$ cat config.mk
export PLATFORM = sky130hd
export DESIGN_NAME = apple_spawn_ctrl_flat
export DESIGN_NICKNAME = d
export VERILOG_FILES = /design/src/rtl/apple_spawn_ctrl_pkg.sv /design/src/rtl/apple_spawn_ctrl_if.sv /design/src/rtl/apple_spawn_ctrl_cand_gen.sv /design/src/rtl/apple_spawn_ctrl.sv /design/src/flat_wrapper.sv
export SDC_FILE = /design/constraint.sdc
export NUM_CORES = 1
export LEC_CHECK = 0
export ABC_CLOCK_PERIOD_IN_PS = 4400
export BUFFER_PORTS_ARGS = -buffer_cell sky130_fd_sc_hd__buf_4
export CORE_MARGIN = 1
export CORE_UTILIZATION = 45
export CTS_CLUSTER_DIAMETER = 40
export DETAILED_ROUTE_END_ITERATION = 7
export PLACE_DENSITY = 0.66
export REMOVE_ABC_BUFFERS = 1
export SLEW_MARGIN = 20
export SYNTH_ARGS = -nofsm -noshare
export SYNTH_HDL_FRONTEND = slang
export SYNTH_HIERARCHICAL = 1
export SYNTH_SLANG_ARGS = --single-unit
$ cat constraint.sdc
create_clock -name clk_pix -period 4.4 [get_ports clk_pix]
set_input_delay 0.88 -clock clk_pix [delete_from_list [all_inputs] [get_ports clk_pix]]
set_output_delay 0.88 -clock clk_pix [all_outputs]
set_load 0.05 [all_outputs]
$ cat src/rtl/apple_spawn_ctrl_pkg.sv
// Shared constants and types for the apple re-spawn controller.
//   GRID_W/GRID_H : playfield size in cells (640x480 pixels / CELL)
//   CELL          : pixels per cell edge
//   START_CX/CY   : apple cell after reset
//   state_e       : spawn FSM states
//   fold_cell()   : folds a 6-bit random value into 1..span (border ring excluded)
package apple_spawn_ctrl_pkg;

  localparam int unsigned GRID_W    = 64;
  localparam int unsigned GRID_H    = 48;
  localparam int unsigned CELL      = 10;
  localparam int unsigned START_CX  = 32;
  localparam int unsigned START_CY  = 24;
  localparam int unsigned MAX_TRIES = 16;
  localparam int unsigned SALT_STEP = 37;
  localparam int unsigned CELL_W    = 6;

  typedef enum logic [2:0] {
    StIdle,
    StDraw,
    StQuery,
    StScanStep,
    StCommit,
    StGiveup
  } state_e;

  // A single conditional subtract is enough because 2*span >= 64.
  function automatic logic [CELL_W-1:0] fold_cell(input logic [CELL_W-1:0] v,
                                                  input logic [CELL_W-1:0] span);
    logic [CELL_W-1:0] folded;
    folded = (v >= span) ? (v - span) : v;
    return folded + CELL_W'(1);
  endfunction

endpackage

$ cat src/rtl/apple_spawn_ctrl_if.sv
// Occupancy query handshake between the spawn controller and the snake-body checker.
//   occ_req        : query valid, held until occ_ack
//   occ_cx/occ_cy  : queried cell, stable while occ_req is high
//   occ_ack        : query answered (may be combinational on occ_req)
//   occ_hit        : qualified by occ_ack, 1 = cell occupied
// master = spawn controller, slave = occupancy checker.
interface apple_spawn_ctrl_if;
  import apple_spawn_ctrl_pkg::*;

  logic              occ_req;
  logic [CELL_W-1:0] occ_cx;
  logic [CELL_W-1:0] occ_cy;
  logic              occ_ack;
  logic              occ_hit;

  modport master (
    output occ_req,
    output occ_cx,
    output occ_cy,
    input  occ_ack,
    input  occ_hit
  );

  modport slave (
    input  occ_req,
    input  occ_cx,
    input  occ_cy,
    output occ_ack,
    output occ_hit
  );

endinterface

$ cat src/rtl/apple_spawn_ctrl_cand_gen.sv
// Combinational candidate-cell generator.
//   i_rnd[11:0] : low LFSR bits (cx from [5:0], cy from [11:6])
//   i_salt      : per-draw salt, xored in to decorrelate consecutive draws
//   o_cx/o_cy   : candidate cell, 1..GRID_W-2 / 1..GRID_H-2
module apple_spawn_ctrl_cand_gen #(
  parameter int unsigned GRID_W = apple_spawn_ctrl_pkg::GRID_W,
  parameter int unsigned GRID_H = apple_spawn_ctrl_pkg::GRID_H
) (
  input  logic [11:0]                             i_rnd,
  input  logic [7:0]                              i_salt,
  output logic [apple_spawn_ctrl_pkg::CELL_W-1:0] o_cx,
  output logic [apple_spawn_ctrl_pkg::CELL_W-1:0] o_cy
);
  import apple_spawn_ctrl_pkg::*;

  localparam logic [CELL_W-1:0] SpanX = CELL_W'(GRID_W - 2);
  localparam logic [CELL_W-1:0] SpanY = CELL_W'(GRID_H - 2);

  logic [CELL_W-1:0] w_vx;
  logic [CELL_W-1:0] w_vy;

  assign w_vx = i_rnd[5:0] ^ i_salt[5:0];
  assign w_vy = i_rnd[11:6] ^ i_salt[7:2];

  assign o_cx = fold_cell(w_vx, SpanX);
  assign o_cy = fold_cell(w_vy, SpanY);

endmodule

$ cat src/rtl/apple_spawn_ctrl.sv
// Apple re-spawn sequencer. On an eat event it draws salted random cells, asks the
// occupancy checker about each, and commits the first free one. After MAX_TRIES
// occupied draws it raster-scans from the last drawn cell; a full lap of hits gives up.
//   clk_pix, reset_n     : pixel clock, async active-low reset
//   eat_evt, moved_once  : spawn trigger (only honoured in idle after the first move)
//   rnd                  : free-running LFSR value
//   occ_if (master)      : occupancy query handshake
//   apple_x, apple_y     : committed apple top-left in pixels
//   busy                 : controller not idle
//   spawn_done/grid_full : 1-cycle result pulses
module apple_spawn_ctrl #(
  parameter int unsigned GRID_W    = apple_spawn_ctrl_pkg::GRID_W,
  parameter int unsigned GRID_H    = apple_spawn_ctrl_pkg::GRID_H,
  parameter int unsigned CELL      = apple_spawn_ctrl_pkg::CELL,
  parameter int unsigned MAX_TRIES = apple_spawn_ctrl_pkg::MAX_TRIES,
  parameter int unsigned SALT_STEP = apple_spawn_ctrl_pkg::SALT_STEP
) (
  input  logic                      clk_pix,
  input  logic                      reset_n,
  input  logic                      eat_evt,
  input  logic                      moved_once,
  input  logic [15:0]               rnd,
  apple_spawn_ctrl_if.master        occ_if,
  output logic [9:0]                apple_x,
  output logic [8:0]                apple_y,
  output logic                      busy,
  output logic                      spawn_done,
  output logic                      grid_full
);
  import apple_spawn_ctrl_pkg::*;

  localparam int unsigned NumCells = (GRID_W - 2) * (GRID_H - 2);
  localparam int unsigned ScanW    = $clog2(NumCells + 1);
  localparam int unsigned TriesW   = $clog2(MAX_TRIES + 1);

  localparam logic [CELL_W-1:0] CxMax    = CELL_W'(GRID_W - 2);
  localparam logic [CELL_W-1:0] CyMax    = CELL_W'(GRID_H - 2);
  localparam logic [9:0]        CellX    = 10'(CELL);
  localparam logic [8:0]        CellY    = 9'(CELL);
  localparam logic [9:0]        ResetX   = 10'(START_CX * CELL);
  localparam logic [8:0]        ResetY   = 9'(START_CY * CELL);
  localparam logic [7:0]        SaltInc  = 8'(SALT_STEP);
  localparam logic [TriesW-1:0] TriesMax = TriesW'(MAX_TRIES);
  localparam logic [ScanW-1:0]  ScanLast = ScanW'(NumCells);

  state_e            r_state;
  logic [TriesW-1:0] r_tries;
  logic [7:0]        r_salt;
  logic [ScanW-1:0]  r_scan_cnt;
  logic              r_scan_mode;
  logic [CELL_W-1:0] r_cx;
  logic [CELL_W-1:0] r_cy;
  logic              r_occ_req;
  logic [9:0]        r_apple_x;
  logic [8:0]        r_apple_y;
  logic              r_busy;
  logic              r_spawn_done;
  logic              r_grid_full;

  logic [CELL_W-1:0] w_cand_cx;
  logic [CELL_W-1:0] w_cand_cy;
  logic              w_unused_rnd;

  assign w_unused_rnd = ^rnd[15:12];

  apple_spawn_ctrl_cand_gen #(
    .GRID_W (GRID_W),
    .GRID_H (GRID_H)
  ) u_cand_gen (
    .i_rnd  (rnd[11:0]),
    .i_salt (r_salt),
    .o_cx   (w_cand_cx),
    .o_cy   (w_cand_cy)
  );

  always_ff @(posedge clk_pix or negedge reset_n) begin
    if (!reset_n) begin
      r_state      <= StIdle;
      r_tries      <= '0;
      r_salt       <= '0;
      r_scan_cnt   <= '0;
      r_scan_mode  <= 1'b0;
      r_cx         <= '0;
      r_cy         <= '0;
      r_occ_req    <= 1'b0;
      r_apple_x    <= ResetX;
      r_apple_y    <= ResetY;
      r_busy       <= 1'b0;
      r_spawn_done <= 1'b0;
      r_grid_full  <= 1'b0;
    end else begin
      r_spawn_done <= 1'b0;
      r_grid_full  <= 1'b0;
      unique case (r_state)
        StIdle: begin
          if (eat_evt && moved_once) begin
            r_tries <= '0;
            r_busy  <= 1'b1;
            r_state <= StDraw;
          end
        end
        StDraw: begin
          r_cx        <= w_cand_cx;
          r_cy        <= w_cand_cy;
          r_salt      <= r_salt + SaltInc;
          r_tries     <= r_tries + TriesW'(1);
          r_scan_mode <= 1'b0;
          r_occ_req   <= 1'b1;
          r_state     <= StQuery;
        end
        StQuery: begin
          if (occ_if.occ_ack) begin
            r_occ_req <= 1'b0;
            if (!occ_if.occ_hit) begin
              // Outputs and done pulse become visible together in the COMMIT cycle.
              r_apple_x    <= 10'(r_cx) * CellX;
              r_apple_y    <= 9'(r_cy) * CellY;
              r_spawn_done <= 1'b1;
              r_state      <= StCommit;
            end else if (r_scan_mode) begin
              if (r_scan_cnt == ScanLast) begin
                r_grid_full <= 1'b1;
                r_state     <= StGiveup;
              end else begin
                r_state <= StScanStep;
              end
            end else if (r_tries < TriesMax) begin
              r_state <= StDraw;
            end else begin
              // The last random cell counts as the first cell of the scan lap.
              r_scan_cnt  <= ScanW'(1);
              r_scan_mode <= 1'b1;
              r_state     <= StScanStep;
            end
          end
        end
        StScanStep: begin
          if (r_cx >= CxMax) begin
            r_cx <= CELL_W'(1);
            r_cy <= (r_cy >= CyMax) ? CELL_W'(1) : r_cy + CELL_W'(1);
          end else begin
            r_cx <= r_cx + CELL_W'(1);
          end
          r_scan_cnt <= r_scan_cnt + ScanW'(1);
          r_occ_req  <= 1'b1;
          r_state    <= StQuery;
        end
        StCommit, StGiveup: begin
          r_busy  <= 1'b0;
          r_state <= StIdle;
        end
        default: begin
          r_busy    <= 1'b0;
          r_occ_req <= 1'b0;
          r_state   <= StIdle;
        end
      endcase
    end
  end

  assign occ_if.occ_req = r_occ_req;
  assign occ_if.occ_cx  = r_cx;
  assign occ_if.occ_cy  = r_cy;
  assign apple_x        = r_apple_x;
  assign apple_y        = r_apple_y;
  assign busy           = r_busy;
  assign spawn_done     = r_spawn_done;
  assign grid_full      = r_grid_full;

endmodule
$ cat src/flat_wrapper.sv
// flat-port wrapper written by rule: the top's interface ports become plain ports
module apple_spawn_ctrl_flat import apple_spawn_ctrl_pkg::*;
#(
  parameter int unsigned GRID_W    = apple_spawn_ctrl_pkg::GRID_W,
  parameter int unsigned GRID_H    = apple_spawn_ctrl_pkg::GRID_H,
  parameter int unsigned CELL      = apple_spawn_ctrl_pkg::CELL,
  parameter int unsigned MAX_TRIES = apple_spawn_ctrl_pkg::MAX_TRIES,
  parameter int unsigned SALT_STEP = apple_spawn_ctrl_pkg::SALT_STEP
)
  (clk_pix, reset_n, eat_evt, moved_once, rnd, apple_x, apple_y, busy, spawn_done, grid_full, occ_if_occ_req, occ_if_occ_cx, occ_if_occ_cy, occ_if_occ_ack, occ_if_occ_hit);
  apple_spawn_ctrl_if occ_if_i ();
  input  logic clk_pix;
  input  logic reset_n;
  input  logic eat_evt;
  input  logic moved_once;
  input  logic [15:0] rnd;
  output logic [9:0] apple_x;
  output logic [8:0] apple_y;
  output logic busy;
  output logic spawn_done;
  output logic grid_full;
  output wire logic [$bits(occ_if_i.occ_req)-1:0] occ_if_occ_req;
  output wire logic [$bits(occ_if_i.occ_cx)-1:0] occ_if_occ_cx;
  output wire logic [$bits(occ_if_i.occ_cy)-1:0] occ_if_occ_cy;
  input wire logic [$bits(occ_if_i.occ_ack)-1:0] occ_if_occ_ack;
  input wire logic [$bits(occ_if_i.occ_hit)-1:0] occ_if_occ_hit;
  assign occ_if_occ_req = occ_if_i.occ_req;
  assign occ_if_occ_cx = occ_if_i.occ_cx;
  assign occ_if_occ_cy = occ_if_i.occ_cy;
  assign occ_if_i.occ_ack = occ_if_occ_ack;
  assign occ_if_i.occ_hit = occ_if_occ_hit;
  apple_spawn_ctrl #(.GRID_W(GRID_W), .GRID_H(GRID_H), .CELL(CELL), .MAX_TRIES(MAX_TRIES), .SALT_STEP(SALT_STEP)) u_core (.clk_pix(clk_pix), .reset_n(reset_n), .eat_evt(eat_evt), .moved_once(moved_once), .rnd(rnd), .occ_if(occ_if_i), .apple_x(apple_x), .apple_y(apple_y), .busy(busy), .spawn_done(spawn_done), .grid_full(grid_full));
endmodule
Word level (Yosys, flattened, before mapping)
Index checks and enable logic that the tools add are counted.
{"block": "totals", "register_bits": 62, "latchBits": 0, "mem_bits_rw": 0, "inputBits": 22, "mem_count": 0, "mem_bits_ro": 0, "output_inout_bits": 35}
{"block": "classes", "add_sub_neg": 9, "muxes": 38, "reduce_logical": 17, "mul": 2, "eq_ne": 12, "shifts": 0, "n_bitwise": 5, "div_mod_pow": 0, "order_cmp": 5}
{"op": "$mux 12", "n": 4}
{"op": "$mux 6", "n": 5}
{"op": "$add 6x1->6 const B", "n": 4}
{"op": "$ge 6x6->1 const B", "n": 4}
{"op": "$pmux 12 s2", "n": 1}
{"op": "$pmux 6 s2", "n": 2}
{"op": "$mux 3", "n": 5}
{"op": "$mux 1", "n": 14}
{"op": "$add 12x1->12 const B", "n": 1}
{"op": "$eq 12x12->1 const B", "n": 1}
{"op": "$sub 6x6->6 const B", "n": 2}
{"op": "$xor 6x6->6", "n": 2}
{"op": "$pmux 5 s2", "n": 1}
{"op": "$reduce_and 2->1", "n": 5}
{"op": "$mul 6x3->9 const B", "n": 1}
{"op": "$pmux 3 s3", "n": 1}
{"op": "$add 8x6->8 const B", "n": 1}
{"op": "$mul 6x3->8 const B", "n": 1}
{"op": "$ne 2x2->1 const B", "n": 4}
{"op": "$reduce_bool 2->1", "n": 4}
{"op": "$eq 3x2->1 const B", "n": 2}
{"op": "$eq 3x3->1 const B", "n": 2}
{"op": "$reduce_and 3->1", "n": 2}
{"op": "$reduce_or 3->1", "n": 2}
{"op": "other kinds (13)", "n": 17}

Longest topological paths before layout
Gate-level depths: netlist (run 1).
{"block": "logic_depth", "depth_word": 6, "ltp_mapped": 12, "depth_no_buf": 12}

Modules after synthesis
Netlist (run 1), hierarchy kept.
{"mod": "apple_spawn_ctrl", "n_inst": 1, "seq_area_each_um2": 1559.0, "cells_each": 360, "area_each_um2": 3500.9}
{"mod": "apple_spawn_ctrl_cand_gen", "n_inst": 1, "seq_area_each_um2": 0.0, "cells_each": 75, "area_each_um2": 566.8}

Worst setup path before layout (run 1)
No wires, ideal clock.
{"block": "synth_path", "kind": "input to register", "startpoint": "input port rnd[7]", "endpoint": "register u_core.r_cy[4], in the netlist u_core/occ_if.occ_cy[4]", "setup_slack_ns": 1.436, "n_path_buf": 0, "setup_time_ns": 0.121, "t_required_ns": 4.279, "t_arrival_ns": 2.843, "stages": 9, "path_cell_list": "xnor2_1 > inv_1 > ha_1 > or4_4 > a41oi_2 > a2111oi_2 > inv_1 > o32ai_1 > a22o_1"}
{"block": "synth_via", "elab_chain_len": 5, "elab_cells_between_ends": 6, "classes_between": "2 x add/sub; 1 x order compare; 2 x mux; 1 x bitwise"}
{"element": "start: declaration", "line_no": "flat_wrapper.sv:16", "text": "input logic [15:0] rnd;"}
{"element": "$xor 6x6->6 *", "line_no": "apple_spawn_ctrl_cand_gen.sv:23", "text": "assign w_vy = i_rnd[11:6] ^ i_salt[7:2];"}
{"element": "$sub 6x6->6 / $ge 6x6->1 (equally long branches)", "line_no": "apple_spawn_ctrl_pkg.sv:31", "text": "folded = (v >= span) ? (v - span) : v;"}
{"element": "$mux 6 *", "line_no": "apple_spawn_ctrl_pkg.sv:31"}
{"element": "$add 6x1->6 *", "line_no": "apple_spawn_ctrl_pkg.sv:32", "text": "return folded + CELL_W'(1);"}
{"element": "via u_core.w_cand_cy[4]", "line_no": "apple_spawn_ctrl.sv:61", "text": "logic [CELL_W-1:0] w_cand_cy;"}
{"element": "$pmux 6 s2 *", "line_no": "apple_spawn_ctrl.sv:94", "text": "unique case (r_state)"}
{"element": "end signal: assignment", "line_no": "apple_spawn_ctrl.sv:104", "text": "r_cy <= w_cand_cy;"}
{"element": "end signal: assignment", "line_no": "apple_spawn_ctrl.sv:140", "text": "r_cy <= (r_cy >= CyMax) ? CELL_W'(1) : r_cy + CELL_W'(1);"}
{"element": "end: declaration", "line_no": "apple_spawn_ctrl.sv:52", "text": "logic [CELL_W-1:0] r_cy;"}
The timed path passes the listed nets; every way through them passes the cells marked *.
A chain may end at the register's enable or synchronous reset.

Worst setup path in the final report (run 1)
{"block": "layout_path", "startpoint": "input port rnd[8]", "endpoint": "register u_core.r_cy[4], in the netlist u_core/occ_if.occ_cy[4]"}
The elaborated chain is that of the path after synthesis.

==> results of run 1 <==
## sequential cells by signal (all words and copies together) (netlist names)
signal / cells
u_core/occ_if.occ_cx: 6
u_core/r_salt: 8
u_core/r_tries: 5
u_core/occ_if.occ_req: 1
u_core/occ_if.occ_cy: 6
u_core/apple_y: 8
u_core/r_scan_cnt: 12
u_core/grid_full: 1
u_core/r_state: 3
u_core/spawn_done: 1
u_core/busy: 1
u_core/apple_x: 9
u_core/r_scan_mode: 1
## logic make-up after synthesis
group                    count (synthesis)  synth area share (%)
AO/OA/AOI/OAI                          115                  19.1
XOR/XNOR                                36                  8.31
adder cells (fa/ha/maj)                 30                  9.60
buffers and inverters                   37                  4.61
flip-flops                              62                  38.3
multiplexers                             2                 0.523
other                                    1                0.0922
AND/OR/NAND/NOR                        152                  19.5
## final cells by class
class                      instances  area, µm²  share of cell area (%)
multi-input combinational        337       2320                    49.9
sequential                        62       1560                    33.4
clock inverter                     3       18.8                   0.403
inverter                          22       82.6                    1.77
timing repair buffer              51        383                    8.21
tap                              108        135                    2.90
clock buffer                      13        159                    3.41
## cell usage after synthesis (all sizes together), types with 6 or more instances
| library cell | number | area share, % |
|---|---|---|
| dfrtp | 56 | 34 |
| and3 | 7 | 1.1 |
| buf | 13 | 2.2 |
| xnor2 | 16 | 3.6 |
| a21oi | 21 | 2.6 |
| xor2 | 20 | 4.7 |
| nor3 | 7 | 0.98 |
| ha | 28 | 8.6 |
| inv | 21 | 1.9 |
| a31oi | 6 | 0.92 |
| nand3 | 10 | 1.4 |
| o21ai | 36 | 4.4 |
| dfstp | 6 | 3.9 |
| nand2 | 61 | 5.6 |
| o211ai | 9 | 1.7 |
| or3 | 8 | 1.3 |
| nor2 | 28 | 2.6 |
## metal layers
layer | vias to the layer above | global-route usage, % | part of all wire [%]
li1 | 1662 | - | -
met4 | 0 | 8.38 | 1.8
met5 | - | 0 | 0
met2 | 87 | 31.5 | 45
met3 | 16 | 2.81 | 4.2
met1 | 1608 | 29.1 | 49
## path summary, 6_finish.rpt
| kind | from | endpoint | slack (ps) |
|---|---|---|---|
| worst max-delay path | rnd[8] | u_core/occ_if.occ_cy[4] | 1430 |
| worst min-delay path | u_core/apple_y[4] | u_core/apple_y[4] | 470 |
| worst max register to register | u_core/r_salt[4] | u_core/occ_if.occ_cy[4] | 1570 |
| worst min register to register | u_core/apple_y[4] | u_core/apple_y[4] | 470 |
| max in group asynchronous | reset_n | u_core/r_salt[1] | 3260 |
| min in group asynchronous | reset_n | u_core/apple_y[8] | 620 |
## critical path, cell delays in order
cell,delay [ps]
buf_4,110
xnor2_1,340
inv_1,190
ha_1,400
or4_4,570
a41oi_2,240
a2111oi_2,70
inv_1,70
o32ai_1,70
a22o_1,260
## power groups by stage
stage | Clock [W] | Sequential [W] | Combinational [W]
global route | 0.000490 | 0.00113 | 0.00235
finish | 0.000451 | 0.00108 | 0.00212
global placement | 0 | 0.00108 | 0.00206
CTS | 0.000467 | 0.00108 | 0.00212
detailed placement | 0 | 0.00109 | 0.00209
floorplan | 0 | 0.00149 | 0.00113
## metrics by stage
step	worst slack [ps]	util (%)	total power, W	cells	cell area, µm²
floorplan	1440	-	0.00261	421	3970
global placement	1130	51.4	0.00314	580	4480
detailed placement	1110	51.4	0.00319	580	4480
CTS	1470	53.5	0.00366	596	4660
global route	1250	53.5	0.00397	596	4660
finish	1430	53.5	0.00365	596	4660
==> results.ini, run 1 <==
[status]
status = finished clean

[cts]
cts_resized = 0
clkLatencyLatePin_ps = 340
cts_setup_buffers = 0
numCtsBuffers = 9
cts_tree = yes
cts_buffer_depth = 2
holdBufCountCts = 0
root_buffer = clkbuf_8
clk_pin_slew_worst_paths_ps = 60
clock-sinks = 62
htree_num_levels = 3

[yosys]
async_reset_ff_share_pct = 100
ys_seq_area_share_pct = 38.3
synthFlopType = dfrtp_1
synthCells = 435
yosysWarnings = 6
synth_edf_count = 0
synthDistinctLibCells = 79
avgSynthCellArea_um2 = 9.35
netlist_area_um2 = 4070
ys_ff_latch = 62

[finish]
diodes = 0
final_cell_mix = nand2_1 (61), dfrtp_1 (56), buf_4 (51)
final_common_cell = nand2_1
synthToLayoutAreaGrowth_pct = 14.6
fillCellCount = 839
drive_gt1_share_pct = 18.6
fin_nets = 535

[timing]
fin_setup_tns_ps = 0
rsz0062_at_grt = no
slew_headroom_pct = 35.4
hold_violations = 0
holdWs_ps = 471
finalClockSkew_ps = 4.45
setup_violations = 0
finalCritPeriodShare_pct = 67.5
clock.fmax_mhz = 337
tightest_slew_ps = 967
finalWorstPathRequiredPeriod_ps = 2970
drv_slew = 0

[worst_setup_path]
required_ps = 4620
critPathMaxFanout = 5
cp-end-kind = flop
path_class = primary input to flop
arrival_ps = 3200
r2r_cells = 9
worstSetupStartpointType = primary input

[placement]
numPortBuffers = 50
gp_congestion = 0.851
dpl.hpwl_um = 6380

[die]
rows = 34
die_w_um = 97.1
start_util_pct = 46.6
design.die.area_um2 = 9420
die_h_um = 97.1
io_pins = 57
coreArea_um2 = 8720

[pwr]
vdd_ir_drop_max_mv = 0.301
seq_power_share_pct = 29.6
comb_power_share_pct = 58.0
p_switching_w = 0.00183
p_per_area_nw_per_um2 = 783
switching_share_pct = 50.0
clkPwrFrac_pct = 12.3
internal_power_w = 0.00183
p_leak_nw = 2.17

[global_route]
track_usage_pct = 20.5
grt_pass1_wl_um = 15700
antenna_found_initial = 0
grt_pass1_vias = 3248
grt_max_degree = 63
grt-ovfl-total = 0

[route]
drc = 0
ant_nets = 0
viasPerCell = 5.66
drt_iter0_markers = 228
drt_wl_total_um = 8890
vias = 3373
avgRoutedWirePerCell_um = 14.9
first_pass_iters = 4

[worst_hold_path]
hold_path_depth = 2
holdCritPathClass = flop to flop

[run]
maxCapViolCount = 0

No activity file was read; power rests on OpenSTA's default activity.
==> inputs of run 2 (changes only) <==
- ABC_AREA: default -> 1
- ABC_CLOCK_PERIOD_IN_PS: 4400 -> 2450
- PLACE_DENSITY: 0.66 -> 0.68
- clock period: 4.4 -> 2.45 ns (I/O delays scaled with it)
==> run 2 against run 1 <==
Against the previous run:
- setup slack worse by 1000 ps
- clock skew is 5.4 ps higher
- clock-buffer cell count is 2 lower
- register-to-register slack worse by 1200 ps
- sequential cell count stayed put
- power is 110% higher
- synthesized cell count is 27% higher
- first-iteration DRC count is 22% lower
- core utilization is 0.42 points higher
- critical path depth stayed put
- via count is 9.5% higher
- largest cell class unchanged
==> results.ini, run 2 <==
[yosys]
yosysMostFrequentCell = nand2_1  ; unchanged
synthXorXnorAreaFrac_pct = 5.85  ; was 8.31%
synthSimpleGateAreaFrac_pct = 30.7  ; was 19.5%
synth_common_cells = nand2_1 (151), inv_1 (68), dfrtp_1 (56)  ; was nand2_1 (61), dfrtp_1 (56), o21ai_0 (35)
ys_seq_area_share_pct = 36.5  ; was 38.3%
yosysWarnings = 6  ; unchanged
synth_fa_ha_area_share_pct = 9.13  ; was 9.60%
synthFlopType = dfrtp_1  ; unchanged
ys_ff_latch = 62  ; unchanged
yosys.area.top_type = dfrtp_1  ; unchanged
synthCells = 553  ; was 435
synth_top_family_by_area = simple AND/OR/NAND/NOR gates  ; unchanged
synthTopCellsByArea = dfrtp_1 (33%), nand2_1 (13%), ha_1 (8.2%)  ; was dfrtp_1 (34%), ha_1 (8.6%), nand2_1 (5.6%)
netlist_area_um2 = 4280  ; was 4070 µm²
muxShareOfSynthArea_pct = 0  ; was 0.523%
synth_top_area_share_pct = 32.8  ; was 34.5%
avgSynthCellArea_um2 = 7.73  ; was 9.35 µm²
synth_compound_area_share_pct = 9.04  ; was 19.1%
async_reset_ff_share_pct = 100  ; unchanged
synth_edf_count = 0  ; unchanged
synthDistinctLibCells = 45  ; was 79

[pwr]
p_leak_nw = 2.53  ; was 2.17 nW
p_per_area_nw_per_um2 = 1530  ; was 783 nW/µm²
p_total_w = 0.00762  ; was 0.00365 W
internal_power_w = 0.00369  ; was 0.00183 W
p_switching_w = 0.00393  ; was 0.00183 W
clkPwrFrac_pct = 13.5  ; was 12.3%
vdd_ir_drop_max_mv = 0.566  ; was 0.301 mV
comb_power_share_pct = 59.3  ; was 58.0%
switching_share_pct = 51.6  ; was 50.0%
seq_power_share_pct = 27.2  ; was 29.6%

[finish]
final_common_cell = nand2_1  ; unchanged
drive_gt1_share_pct = 17.6  ; was 18.6%
fillCellCount = 887  ; was 839
final_cell_mix = nand2_1 (151), inv_1 (68), dfrtp_1 (56)  ; was nand2_1 (61), dfrtp_1 (56), buf_4 (51)
synthToLayoutAreaGrowth_pct = 16.4  ; was 14.6%
fin_nets = 659  ; was 535
final_cells = 741  ; was 596
largest_register_ffs = 12  ; unchanged
top_register = u_core/r_scan_cnt  ; unchanged
diodes = 0  ; unchanged

[worst_setup_path]
path_class = flop to flop  ; was primary input to flop
r2r-end = u_core/apple_y[8]  ; was u_core/occ_if.occ_cy[4]
critPathMaxFanout = 8  ; was 5
arrival_ps = 2300  ; was 3200 ps
r2r_cells = 10  ; was 9
reg2reg_slack_ps = 380  ; was 1570 ps
r2r-start = u_core/occ_if.occ_cy[3]  ; was u_core/r_salt[4]
required_ps = 2680  ; was 4620 ps
worstSetupStartpointType = flop  ; was primary input
cp-end-kind = flop  ; unchanged

[cts]
clkLatencyLatePin_ps = 340  ; about the same
cts_resized = 0  ; unchanged
cts_tree = yes  ; unchanged
htree_num_levels = 3  ; unchanged
numCtsBuffers = 9  ; unchanged
root_buffer = clkbuf_8  ; unchanged
clk_pin_slew_worst_paths_ps = 70  ; was 60 ps
cts_setup_buffers = 0  ; unchanged
holdBufCountCts = 0  ; unchanged
cts_buffer_depth = 2  ; unchanged
clock-sinks = 62  ; unchanged

[die]
design.die.area_um2 = 9890  ; was 9420 µm²
start_util_pct = 46.3  ; was 46.6%
rows = 35  ; was 34
die_h_um = 99.5  ; was 97.1 µm
coreArea_um2 = 9240  ; was 8720 µm²
die_w_um = 99.5  ; was 97.1 µm
io_pins = 57  ; unchanged

[timing]
tightest_slew_ps = 803  ; was 967 ps
drv_slew = 0  ; unchanged
clock.fmax_mhz = 484
finalWorstPathRequiredPeriod_ps = 2070
fin_setup_tns_ps = 0  ; unchanged
finalCritPeriodShare_pct = 84.4
setup_violations = 0  ; unchanged
finalClockSkew_ps = 9.81  ; was 4.45 ps
rsz0062_at_grt = no  ; unchanged
slew_headroom_pct = 46.4  ; was 35.4%
hold_violations = 0  ; unchanged

[global_route]
track_usage_pct = 20.1  ; was 20.5%
antenna_found_initial = 0  ; unchanged
grt_pass1_vias = 3570  ; was 3248
grt-ovfl-total = 0  ; unchanged
grt_max_degree = 63  ; unchanged
grt_pass1_wl_um = 16000  ; was 15700 µm

[run]
maxCapViolCount = 0  ; unchanged

[placement]
dpl.hpwl_um = 6690  ; was 6380 µm
numPortBuffers = 50  ; unchanged
gp_congestion = 0.806  ; was 0.851
dp.cells = 725  ; was 580

[route]
first_pass_iters = 5  ; was 4
viasPerCell = 4.99  ; was 5.66
vias = 3694  ; was 3373
drt_wl_total_um = 9190  ; was 8890 µm
drc = 0  ; unchanged
avgRoutedWirePerCell_um = 12.4  ; was 14.9 µm
ant_nets = 0  ; unchanged
drt_iter0_markers = 177  ; was 228

[status]
status = finished clean  ; unchanged

[worst_hold_path]
holdCritPathClass = primary input to asynchronous set/reset pin  ; was flop to flop

## run 2: cell count changes in the layout (fill, tap and decap cells not counted), moves of 7 or more
cell,before,now
o21ai_1,1,8
or3_1,7,0
nand2_1,61,151
xnor2_1,15,7
nand4_1,4,12
nand3_1,9,46
nor2_1,28,42
a21oi_1,21,14
inv_1,21,68
inv_2,0,7
o21ai_0,35,24
## run 2: through the flow
stage | worst slack [ps] | cell area, µm² | util (%) | hold slack (ps)
after floorplan | 294 | 4200 | - | 194
after global placement | 429 | 4750 | 51.5 | 455
after detailed placement | 382 | 4750 | 51.5 | 462
after CTS | 394 | 4980 | 53.9 | 269
after global routing | 239 | 4980 | 53.9 | 308
final | 383 | 4980 | 53.9 | 237
## run 2: kinds of logic after synthesis
| logic type | Yosys count |
|---|---|
| flops | 62 |
| simple gates | 281 |
| compound gates | 66 |
| xor+xnor | 26 |
| other cells | 1 |
| fa+ha+maj | 30 |
| buf+inv | 87 |
## run 2: worst max path at each step
| stage | slack [ps] | cells after the start | from | endpoint |
|---|---|---|---|---|
| finish | 380 | 10 | u_core/occ_if.occ_cy[3] | u_core/apple_y[8] |
| global route | 240 | 17 | u_core/r_salt[3] | u_core/occ_if.occ_cy[4] |
| CTS | 390 | 10 | u_core/occ_if.occ_cy[3] | u_core/apple_y[8] |
| detailed placement | 380 | 18 | rnd[8] | u_core/occ_if.occ_cy[4] |
| global placement | 430 | 15 | rnd[8] | u_core/occ_if.occ_cy[2] |
| floorplan | 290 | 10 | u_core/occ_if.occ_cy[1] | u_core/apple_y[8] |
## run 2: layout make-up
type | instances | area (µm²) | area share [%]
sequential | 62 | 1560 | 31.3
tap | 129 | 161 | 3.24
clock buffer | 11 | 141 | 2.84
timing repair buffer | 53 | 398 | 7.99
inverter | 76 | 290 | 5.83
multi-input combinational | 405 | 2350 | 47.1
clock inverter | 5 | 82.6 | 1.66
## run 2: critical path, stage by stage, from the launching register on
cell     delay (ps)
dfrtp_1         490
ha_1            330
ha_1            160
inv_1            60
fa_1            400
inv_1            70
nand2_1          60
a21oi_1         180
o21ai_0         100
nand3_1          80
nand2_1          50
## run 2: power groups by stage
stage	clock, W	combinational (W)	sequential, W
after CTS	0.00105	0.00452	0.00208
final	0.00103	0.00452	0.00207
after floorplan	0	0.00260	0.00282
after global placement	0	0.00438	0.00207
after global routing	0.00110	0.00508	0.00215
after detailed placement	0	0.00449	0.00209
## run 2: routing by layer
layer  GRT usage (%)  routed length (µm)
met5               0                   0
met4            6.90                  97
met3            3.30                 413
met2            33.9                4260
met1            26.3                4420
==> inputs of run 3 (changes only) <==
- ABC_CLOCK_PERIOD_IN_PS: 2450 -> 1700
- clock period: 2.45 -> 1.7 ns (I/O delays scaled with it)
==> run 3 against run 2 <==
Against the previous run:
- the flow now finishes with violations (negative setup slack)
- first-iteration DRC count shrank 7.9%
- via count grew 7.0%
- sequential cell count is the same
- die area is the same
- combinational power grew 97%
- sequential power grew 34%
- clock power grew 43%
- power grew 73%
- critical path type unchanged
- critical endpoint is now u_core/apple_y[6]
- highest routed layer unchanged
==> results.ini, run 3 (synthesis results as in run 2) <==
[placement]
gp_congestion = 0.834  ; was 0.806
numPortBuffers = 50  ; unchanged
dpl.hpwl_um = 7280  ; was 6690 µm
dp.cells = 775  ; was 725

[route]
drt_wl_total_um = 10200  ; was 9190 µm
first_pass_iters = 6  ; was 5
drt_iter0_markers = 163  ; was 177
vias = 3952  ; was 3694
avgRoutedWirePerCell_um = 12.7  ; was 12.4 µm
ant_nets = 0  ; unchanged
drc = 0  ; unchanged
viasPerCell = 4.93  ; was 4.99

[worst_setup_path]
required_ps = 1970  ; was 2680 ps
reg2reg_slack_ps = -160  ; was 380 ps
path_class = flop to flop  ; unchanged
crit_family = adder cells  ; unchanged
cpMostUsedCell = buf_4
r2r-start = u_core/occ_if.occ_cy[1]  ; was u_core/occ_if.occ_cy[3]
critPathBufInv = 3  ; was 2
r2r-end = u_core/apple_y[6]  ; was u_core/apple_y[8]
cp-startpoint = u_core/occ_if.occ_cy[1]  ; was u_core/occ_if.occ_cy[3]
worstSetupStartpointType = flop  ; unchanged
cp_slowest_stage_delay_ps = 380  ; was 490 ps
arrival_ps = 2130  ; was 2300 ps
r2r_cells = 8  ; was 10
critPathMaxFanout = 2  ; was 8
cp-end-kind = flop  ; unchanged
path_cells = ha_1 -> ha_2 -> inv_2 -> fa_2 -> buf_4 -> buf_4 -> xor2_1 -> o21ai_1  ; was ha_1 -> ha_1 -> inv_1 -> fa_1 -> inv_1 -> nand2_1 -> a21oi_1 -> o21ai_0 -> nand3_1 -> nand2_1
worst_path_max_delay_cell = dfrtp_1  ; unchanged

[timing]
finalClockSkew_ps = 9.07  ; was 9.81 ps
finalCritPeriodShare_pct = 109  ; was 84.4%
drv_slew = 0  ; unchanged
finalWorstPathRequiredPeriod_ps = 1860  ; was 2070 ps
hold_violations = 0  ; unchanged
holdWs_ps = 247  ; was 237 ps
rsz0062_at_grt = yes  ; was no
fin_ws_ps = -160  ; was 383 ps
clock.fmax_mhz = 538  ; was 484 MHz
setup_violations = 8  ; was 0

[cts]
cts_tree = yes  ; unchanged
numCtsBuffers = 9  ; unchanged
htree_num_levels = 3  ; unchanged
cts_buffer_depth = 2  ; unchanged
clock-sinks = 62  ; unchanged
clkLatencyLatePin_ps = 340  ; about the same
clk_pin_slew_worst_paths_ps = 70  ; about the same
root_buffer = clkbuf_8  ; unchanged

[finish]
multi_input_comb_area_um2 = 2650  ; was 2350 µm²
final_cells = 801  ; was 741
fin_nets = 719  ; was 659
final_common_cell = nand2_1  ; unchanged
largest_register_ffs = 12  ; unchanged
drive_gt1_share_pct = 34.4  ; was 17.6%
diodes = 0  ; unchanged
fillCellCount = 811  ; was 887
fin_util_pct = 62.6  ; was 53.9%
top_register = u_core/r_scan_cnt  ; unchanged
seq_area_um2 = 1560  ; about the same
synthToLayoutAreaGrowth_pct = 35.2  ; was 16.4%
final_cell_mix = nand2_1 (137), buf_4 (106), inv_1 (61)  ; was nand2_1 (151), inv_1 (68), dfrtp_1 (56)

[global_route]
grt_pass1_wl_um = 17000  ; was 16000 µm
grt_pass1_vias = 3827  ; was 3570
antenna_found_initial = 0  ; unchanged
track_usage_pct = 21.4  ; was 20.1%
grt_max_degree = 63  ; unchanged
grt-ovfl-total = 0  ; unchanged

[die]
start_util_pct = 46.3  ; unchanged
io_pins = 57  ; unchanged
coreArea_um2 = 9240  ; unchanged
die_h_um = 99.5  ; unchanged
rows = 35  ; unchanged
design.die.area_um2 = 9890  ; unchanged
die_w_um = 99.5  ; unchanged

[status]
status = complete, but fails checks  ; was finished clean
violations = negative setup slack

[pwr]
p_leak_nw = 2.86  ; was 2.53 nW
p_per_area_nw_per_um2 = 2270  ; was 1530 nW/µm²
vdd_ir_drop_max_mv = 1.06  ; was 0.566 mV
internal_power_w = 0.00672  ; was 0.00369 W
switching_share_pct = 48.9  ; was 51.6%
p_total_w = 0.0131  ; was 0.00762 W
clkPwrFrac_pct = 11.2  ; was 13.5%
p_switching_w = 0.00643  ; was 0.00393 W
comb_power_share_pct = 67.7  ; was 59.3%
seq_power_share_pct = 21.1  ; was 27.2%

[worst_hold_path]
hold_path_depth = 2
hp-start = occ_if_occ_hit
hold_end = u_core/r_state[2]
holdCritPathClass = primary input to flop  ; was primary input to asynchronous set/reset pin

[run]
maxCapViolCount = 0  ; unchanged

==> run 3: per-layer routing <==
metal	wire length (µm)	global-route usage, %	up-vias
met5	0	0	-
met4	131	8.14	0
met3	395	3.09	13
met2	5130	36.8	109
met1	4520	27.3	1831
li1	-	-	1999
==> run 3: worst max path at each step <==
stage,cells after the start,endpoint
floorplan,10,u_core/apple_y[8]
global route,11,u_core/apple_y[8]
finish,8,u_core/apple_y[6]
detailed placement,17,u_core/occ_if.occ_cy[4]
CTS,14,u_core/occ_if.occ_cy[2]
global placement,9,u_core/apple_y[8]
==> run 3: power groups by stage <==
stage,Clock [W],Combinational (W),Sequential (W)
final,0.00147,0.00890,0.00278
after global routing,0.00156,0.00979,0.00287
after CTS,0.00150,0.00822,0.00275
after detailed placement,0,0.00771,0.00276
after global placement,0,0.00751,0.00272
after floorplan,0,0.00375,0.00407
==> run 3: final cells by class <==
class / instances / area share, %
flip-flops and latches: 62 / 27.1
clock inverters: 6 / 1.47
repair buffers: 113 / 15.4
multi-input cells: 405 / 45.9
inverters: 76 / 5.02
well taps: 129 / 2.79
clock buffers: 10 / 2.38
==> run 3: what timing repair did <==
item                                   CTS  global route
buffers inserted                         4             5
setup endpoints to repair               15            18
gates resized for setup                 36            45
pin swaps                               27            46
endpoints found under the hold margin    6             0
hold buffers                             1             0
==> run 3: metrics by stage <==
step	setup TNS (ps)	setup WS (ps)	instance area, µm²
after floorplan	-2490	-456	4200
after global routing	-1930	-263	5780
after detailed placement	-1390	-196	5150
after CTS	-307	-84.2	5550
final	-687	-160	5780
after global placement	-948	-147	5150
